===== config.mk =====
export PLATFORM = sky130hd
export DESIGN_NAME = bf16_mul_stage
export DESIGN_NICKNAME = d
export VERILOG_FILES = /design/src/rtl/bf16_mul_stage.sv
export SDC_FILE = /design/constraint.sdc
export NUM_CORES = 1
export LEC_CHECK = 0
export ABC_AREA = 1
export CAP_MARGIN = 20
export CORE_UTILIZATION = 61
export CTS_CLUSTER_SIZE = 14
export DETAILED_ROUTE_END_ITERATION = 16
export PLACE_DENSITY = 0.82
export SLEW_MARGIN = 20
export SYNTH_ARGS = -nofsm -noshare
export SYNTH_HDL_FRONTEND = slang
export SYNTH_SLANG_ARGS = --single-unit

===== constraint.sdc =====
create_clock -name clk -period 5.47 [get_ports clk]
set_clock_uncertainty 0.1 [all_clocks]
set_input_delay 1.3675 -clock clk [delete_from_list [all_inputs] [get_ports clk]]
set_output_delay 1.3675 -clock clk [all_outputs]
set_load 0.1 [all_outputs]

===== src/rtl/bf16_mul_stage.sv =====
`default_nettype none
// ============================================================================
//  Module   : bf16_mul_stage
//  Purpose  : Sequential BF16 multiplier (iterative shift-add mantissa product),
//             valid/ready on both sides, flush-to-zero and truncating rounding.
//  Revision : 1.0  initial release
// ============================================================================
module bf16_mul_stage #(
    parameter int BITS_PER_CYCLE = 1
) (
    input  logic        clk,
    input  logic        rst,
    input  logic [15:0] num1,
    input  logic [15:0] num2,
    input  logic        in_valid,
    output logic        in_ready,
    output logic [15:0] result,
    output logic        out_valid,
    input  logic        out_ready,
    output logic        zero,
    output logic        underflow,
    output logic        overflow,
    output logic        qNaN,
    output logic        sNaN,
    output logic        positive_inf,
    output logic        negative_inf
);

    localparam int         c_ITERS  = 8 / BITS_PER_CYCLE;
    localparam logic [3:0] c_LAST   = 4'(c_ITERS - 1);
    // Bit positions inside the packed flag vector
    localparam int c_F_ZERO = 6;
    localparam int c_F_UNF  = 5;
    localparam int c_F_OVF  = 4;
    localparam int c_F_QNAN = 3;
    localparam int c_F_SNAN = 2;
    localparam int c_F_PINF = 1;
    localparam int c_F_NINF = 0;

    typedef enum logic [1:0] {
        S_IDLE = 2'd0,
        S_CALC = 2'd1,
        S_NORM = 2'd2,
        S_DONE = 2'd3
    } state_t;

    state_t      r_state;
    state_t      w_state_nxt;

    logic        r_sign;
    logic [7:0]  r_e1;
    logic [7:0]  r_e2;
    logic [15:0] r_mcand;
    logic [7:0]  r_mplier;
    logic [15:0] r_acc;
    logic [3:0]  r_cnt;
    logic [15:0] r_result;
    logic [6:0]  r_flags;

    logic        w_accept;
    logic        w_sign;
    logic        w_a_zero, w_a_inf, w_a_nan, w_a_snan;
    logic        w_b_zero, w_b_inf, w_b_nan, w_b_snan;
    logic        w_special;
    logic [15:0] w_spec_result;
    logic [6:0]  w_spec_flags;
    logic [15:0] w_pp_sum;
    logic signed [9:0] w_exp_base;
    logic signed [9:0] w_exp;
    logic [6:0]  w_mant;
    logic [15:0] w_norm_result;
    logic [6:0]  w_norm_flags;
    logic        w_unused_bits;

    assign in_ready = (r_state == S_IDLE) | ((r_state == S_DONE) & out_ready);
    assign w_accept = in_valid & in_ready;
    assign w_sign   = num1[15] ^ num2[15];

    // Operand classification; exponent 0 flushes any mantissa to zero
    assign w_a_zero = (num1[14:7] == 8'h00);
    assign w_a_inf  = (num1[14:7] == 8'hFF) & (num1[6:0] == 7'h00);
    assign w_a_nan  = (num1[14:7] == 8'hFF) & (num1[6:0] != 7'h00);
    assign w_a_snan = w_a_nan & ~num1[6];
    assign w_b_zero = (num2[14:7] == 8'h00);
    assign w_b_inf  = (num2[14:7] == 8'hFF) & (num2[6:0] == 7'h00);
    assign w_b_nan  = (num2[14:7] == 8'hFF) & (num2[6:0] != 7'h00);
    assign w_b_snan = w_b_nan & ~num2[6];

    assign w_special = w_a_zero | w_a_inf | w_a_nan | w_b_zero | w_b_inf | w_b_nan;

    always_comb begin
        w_spec_result = 16'h0000;
        w_spec_flags  = 7'b0;
        if (w_a_nan | w_b_nan | (w_a_inf & w_b_zero) | (w_a_zero & w_b_inf)) begin
            w_spec_result          = 16'h7FC0;
            w_spec_flags[c_F_QNAN] = 1'b1;
            w_spec_flags[c_F_SNAN] = w_a_snan | w_b_snan;
        end else if (w_a_inf | w_b_inf) begin
            w_spec_result          = {w_sign, 8'hFF, 7'h00};
            w_spec_flags[c_F_PINF] = ~w_sign;
            w_spec_flags[c_F_NINF] = w_sign;
        end else if (w_a_zero | w_b_zero) begin
            w_spec_result          = {w_sign, 15'h0000};
            w_spec_flags[c_F_ZERO] = 1'b1;
        end
    end

    // Low multiplier bits select shifted copies of the multiplicand this cycle
    always_comb begin
        w_pp_sum = 16'h0000;
        for (int k = 0; k < BITS_PER_CYCLE; k++) begin
            if (r_mplier[k]) begin
                w_pp_sum = w_pp_sum + (r_mcand << k);
            end
        end
    end

    assign w_exp_base = $signed({2'b00, r_e1}) + $signed({2'b00, r_e2}) - 10'sd127;
    assign w_exp      = r_acc[15] ? (w_exp_base + 10'sd1) : w_exp_base;
    assign w_mant     = r_acc[15] ? r_acc[14:8] : r_acc[13:7];
    assign w_unused_bits = ^r_acc[6:0];

    always_comb begin
        w_norm_result = {r_sign, w_exp[7:0], w_mant};
        w_norm_flags  = 7'b0;
        if (w_exp >= 10'sd255) begin
            w_norm_result          = {r_sign, 8'hFF, 7'h00};
            w_norm_flags[c_F_OVF]  = 1'b1;
            w_norm_flags[c_F_PINF] = ~r_sign;
            w_norm_flags[c_F_NINF] = r_sign;
        end else if (w_exp <= 10'sd0) begin
            w_norm_result          = {r_sign, 15'h0000};
            w_norm_flags[c_F_UNF]  = 1'b1;
            w_norm_flags[c_F_ZERO] = 1'b1;
        end
    end

    always_ff @(posedge clk) begin
        if (rst) begin
            r_state <= S_IDLE;
        end else begin
            r_state <= w_state_nxt;
        end
    end

    always_comb begin
        w_state_nxt = r_state;
        case (r_state)
            S_IDLE: begin
                if (w_accept) begin
                    w_state_nxt = w_special ? S_DONE : S_CALC;
                end
            end
            S_CALC: begin
                if (r_cnt == c_LAST) begin
                    w_state_nxt = S_NORM;
                end
            end
            S_NORM: begin
                w_state_nxt = S_DONE;
            end
            S_DONE: begin
                if (w_accept) begin
                    w_state_nxt = w_special ? S_DONE : S_CALC;
                end else if (out_ready) begin
                    w_state_nxt = S_IDLE;
                end
            end
            default: begin
                w_state_nxt = S_IDLE;
            end
        endcase
    end

    always_ff @(posedge clk) begin
        if (rst) begin
            r_sign   <= 1'b0;
            r_e1     <= 8'h00;
            r_e2     <= 8'h00;
            r_mcand  <= 16'h0000;
            r_mplier <= 8'h00;
            r_acc    <= 16'h0000;
            r_cnt    <= 4'h0;
            r_result <= 16'h0000;
            r_flags  <= 7'b0;
        end else if (w_accept) begin
            r_sign   <= w_sign;
            r_e1     <= num1[14:7];
            r_e2     <= num2[14:7];
            r_mcand  <= {8'h00, 1'b1, num1[6:0]};
            r_mplier <= {1'b1, num2[6:0]};
            r_acc    <= 16'h0000;
            r_cnt    <= 4'h0;
            if (w_special) begin
                r_result <= w_spec_result;
                r_flags  <= w_spec_flags;
            end
        end else if (r_state == S_CALC) begin
            r_acc    <= r_acc + w_pp_sum;
            r_mcand  <= r_mcand << BITS_PER_CYCLE;
            r_mplier <= r_mplier >> BITS_PER_CYCLE;
            r_cnt    <= r_cnt + 4'h1;
        end else if (r_state == S_NORM) begin
            r_result <= w_norm_result;
            r_flags  <= w_norm_flags;
        end
    end

    assign out_valid    = (r_state == S_DONE);
    assign result       = r_result;
    assign zero         = r_flags[c_F_ZERO];
    assign underflow    = r_flags[c_F_UNF];
    assign overflow     = r_flags[c_F_OVF];
    assign qNaN         = r_flags[c_F_QNAN];
    assign sNaN         = r_flags[c_F_SNAN];
    assign positive_inf = r_flags[c_F_PINF];
    assign negative_inf = r_flags[c_F_NINF];

endmodule
`default_nettype wire


# Word-level counts from Yosys, hierarchy flattened
# Index checks and enable logic that the tools add are counted.
[totals] wordCells=104 input_bits=36 output_inout_bits=25 reg_bits=86
[op_classes] add_sub_neg=5 bitwise=27 mux=36 n_reduce_logical=12 order_cmp=2 n_eq_ne=11
[op_table] op="two-way mux 16 bit" n=8
[op_table] op="two-way mux 7 bit" n=5
[op_table] op="two-way mux 8 bit" n=4
[op_table] op="two-way mux 15 bit" n=2
[op_table] op="two-way mux 2 bit" n=11
[op_table] op="adder 16 bit" n=1
[op_table] op="equality test 8 bit (second input constant)" n=2
[op_table] op="logical NOT 8 bit" n=2
[op_table] op="logical NOT 7 bit" n=2
[op_table] op="nonzero test 7 bit" n=2
[op_table] op="bitwise OR 1 bit" n=12
[op_table] op="adder 10 x 2 -> 10 bit (second input constant)" n=1
[op_table] op="bitwise AND 1 bit" n=10
[op_table] op=">= comparator 10 x 9 -> 1 bit (second input constant)" n=1
[op_table] op="<= comparator 10 x 1 -> 1 bit (second input constant)" n=1
[op_table] op="two-way mux 10 bit" n=1
[op_table] op="subtractor 9 x 7 -> 10 bit (second input constant)" n=1
[op_table] op="adder 8 x 8 -> 9 bit" n=1
[op_table] op="one-hot mux 2 bit (4 select lines)" n=1
[op_table] op="!= test 2 bit (second input constant)" n=3
[op_table] op="AND reduction 3 bit" n=2
[op_table] op="adder 4 x 1 -> 4 bit (second input constant)" n=1
[op_table] op="equality test 2 bit (second input constant)" n=2
[op_table] op="equality test 4 x 3 -> 1 bit (second input constant)" n=1
[op_table] op="other kinds (9)" n=16

# Longest topological paths before layout
[depth] depth_word=10 mapped_depth=22 depth_no_buf=22

# Worst setup path after synthesis
# Ideal clock, no wire load.
[synth_timing] path_type="input port to output port" start="input port out_ready" end="output port in_ready" t_required_ns=4.003 arrival_time_ns=2.101 slack_ns=1.902 stages=2 cell_sequence="nand2_1 -> nand2_1"
[synth_between] elab_chain_cells=2
[synth_lines] element="start, declared" line="19" source="input logic out_ready,"
[synth_lines] element="bitwise AND 1 bit" line="75" source="assign in_ready = (r_state == S_IDLE) | ((r_state == S_DONE) & out_ready);"
[synth_lines] element="bitwise OR 1 bit" line="75"
[synth_lines] element="end, declared" line="16" source="output logic in_ready,"
# Every way passes these cells.

# Final worst setup path
# Ends and elaborated chain as after synthesis.

==> flow_summary.ini <==
[run_status]
status = completed

[drt]
final_antenna_net_count = 0
via_per_inst = 5.41
drc = 0
wl_mm = 12.8
vias = 5106
first_pass_iters = 7
wl_per_cell_um = 13.5
first_iter_violations = 191

[final_layout]
drive_gt1_share_pct = 8.00
area_delta_synth_final_pct = 15.7
layout.nets = 904
n_antenna_cell = 0

[die]
initial_utilization_pct = 64.0
row_count = 33
num_io_pins = 61
fp.dieArea_um2 = 9130
dieWidth_um = 95.5
die_h_um = 95.5
core_area_um2 = 8340

[sta]
fin_crit_ns = 3.74
tightest_slew_ns = 0.982
rsz0062_at_grt = false
period_share_pct = 68.4
maxSlewViolCount = 0
hold_viol_final = 0
final.setup.tns_ns = 0
setup_viol = 0
fmax_mhz = 267
slew_headroom_pct = 34.3

[hold_path]
hold_end = r_mcand[15]$_SDFFE_PP0P_
hp-class = reg -> reg
min_path_cells = 2
min_from = r_mcand[15]$_SDFFE_PP0P_

[clocking]
clockRootBuffer = clkbuf_8
cts_setup_buffers = 0
clockBufferDepth = 2
cts_tree = yes
hold_buffers = 0
h-tree-depth = 3
clock_sinks = 86
insertion_delay_ns = 0.36
cts_buffers = 9
cts.repair.resized = 0
clk_pin_slew_ns = 0.08

[placement]
io_buffers = 60
gp_congestion = 0.938
place_hpwl_mm = 9.80

[synthesis]
ys_seq_elements = 86
syn_nets = 858
synth_area_um2 = 5340
yosysUniqueCellTypes = 51
synthCells = 788
synth_edf_count = 0
avgSynthCellArea_um2 = 6.77
ys_seq_area_share_pct = 32.3
synth_warnings = 0
async_flop_share_pct = 0
synthFlopType = dfxtp_1

[critical_path]
reg2regPathDepth = 16
max_stage_delay_ns = 0.48
worst_setup_path_end_kind = output pin
cp-start-kind = input port
r2r-start = r_mplier[0]$_SDFFE_PP0P_
reg2reg_to = r_acc[12]$_SDFFE_PP0P_
path_common_cell = nand2_1
critical_path_arrival_ns = 2.27
critical_path.max_fanout = 2
cp.required_ns = 4.00
crit_chain = clkdlybuf4s50_1 > nand2_1 > nand2_1 > buf_4
critPathKind = in -> out
crit_slowest_cell = clkdlybuf4s50_1
rrSetupSlack_ns = 2.38

[grt]
grtUsageTotal_pct = 29.8
grt_pass1_wl_mm = 21.3
antenna_found_initial = 0
grt.overflow.total = 0
grt_pass1_vias = 4771
grt_max_degree = 45

[job]
maxCapViolCount = 0

[pwr]
p_leak_nw = 2.83
p_total_mw = 1.68
power.internal_mw = 1.05
p_switching_mw = 0.631
switching_share_pct = 37.5
combPwrFrac_pct = 31.2
p_per_area_nw_per_um2 = 273
sequentialPowerShare_pct = 42.1
ir_worst_vdd_v = 0.000223
pwr-share-clk_pct = 26.7
[power by group through the flow]
stage	sequential [mW]	combinational (mW)	clock [mW]
finish	0.708	0.525	0.449
global route	0.713	0.586	0.481
CTS	0.707	0.526	0.453
detailed placement	0.721	0.523	0
global placement	0.719	0.508	0
floorplan	0.774	0.339	0
[cells in the final DEF, fill, tap and decap left out, types with 3 or more instances in the layout]
cell type        count
a211oi_1             7
a21oi_1             59
a21oi_2              7
a31oi_1             14
buf_4                5
clkbuf_8             9
clkdlybuf4s50_1     59
dfxtp_1             86
ha_1                32
inv_1              101
inv_2                6
nand2_1            186
nand2_2              7
nand2_4              3
nand3_1             29
nand3_2             11
nand4_1              7
nor2_1              86
nor2_2               6
nor3_1               7
o21ai_0             52
o21ai_1              3
xnor2_1              7
xor2_1              10
[cell usage after synthesis, types with 10 or more instances]
library cell	number	area [µm²]
a31oi_1	14	87.6
ha_1	32	400
clkbuf_1	21	78.8
nand3_1	29	145
xor2_1	10	87.6
a21oi_1	59	295
o21ai_0	52	260
nand3_2	11	110
nor2_1	87	327
nand2_1	186	698
inv_1	101	379
dfxtp_1	86	1720
[flip-flops by register name, summed over array words and instances, names as in the netlist]
| register | count |
|---|---|
| r_state | 2 |
| r_mcand | 16 |
| r_cnt | 4 |
| result | 16 |
| r_e2 | 8 |
| r_e1 | 8 |
| r_acc | 16 |
| r_flags | 7 |
| r_mplier | 8 |
| r_sign | 1 |
[how the worst max path moves through the flow]
| stage | start | endpoint | slack (ns) |
|---|---|---|---|
| 2_1_floorplan | out_ready | in_ready | 1.90 |
| 3_3_place_gp | out_ready | result[4]$_SDFFE_PP0P_ | 1.58 |
| 3_5_place_dp | out_ready | result[5]$_SDFFE_PP0P_ | 1.43 |
| 5_1_grt | out_ready | result[5]$_SDFFE_PP0P_ | 1.59 |
| 4_1_cts | out_ready | in_ready | 1.72 |
| 6_report | out_ready | in_ready | 1.73 |
[logic make-up (layout without fill, tap and decap cells)]
| family | count (synthesis) | after routing | share of synthesized area [%] |
|---|---|---|---|
| simple gates | 353 | 353 | 29.6 |
| xor+xnor | 17 | 17 | 2.79 |
| compound gates | 159 | 159 | 17.0 |
| buf+inv | 138 | 188 | 9.94 |
| fa+ha+maj | 34 | 34 | 8.25 |
| flops | 86 | 86 | 32.3 |
| mux | 1 | 1 | 0.188 |
[per-stage QoR]
stage	hold WS [ns]	instance area (µm²)	utilization (%)	setup slack [ns]	instances
after floorplan	0.333	5340	-	1.90	788
after global placement	0.348	5980	71.7	1.58	928
after detailed placement	0.354	5980	71.7	1.43	928
after CTS	0.367	6170	74.0	1.72	943
after global routing	0.400	6170	74.0	1.59	943
final	0.366	6170	74.0	1.73	943
[layer usage]
layer	vias to the layer above	GRT usage, %	part of all wire, %	wire, µm
met5	-	0	0	0
met4	0	8.83	1.7	216
met3	18	4.47	3.5	443
li1	2640	-	-	-
met1	2342	35.9	44	5600
met2	106	54.5	51	6500
[worst max-delay path: cells and delay by family]
kind / cells / cell delay (ns)
simple gates: 2 / 0.13
buf+inv: 2 / 0.77
[cell type report]
| type | instances | area, µm² |
|---|---|---|
| inverters | 109 | 412 |
| repair buffers | 64 | 628 |
| clock inverters | 6 | 68.8 |
| well taps | 105 | 131 |
| clock buffers | 9 | 124 |
| flip-flops and latches | 86 | 1720 |
| multi-input cells | 564 | 3090 |
| fillers | 680 | 2170 |
(Power assumes the default switching activity.)
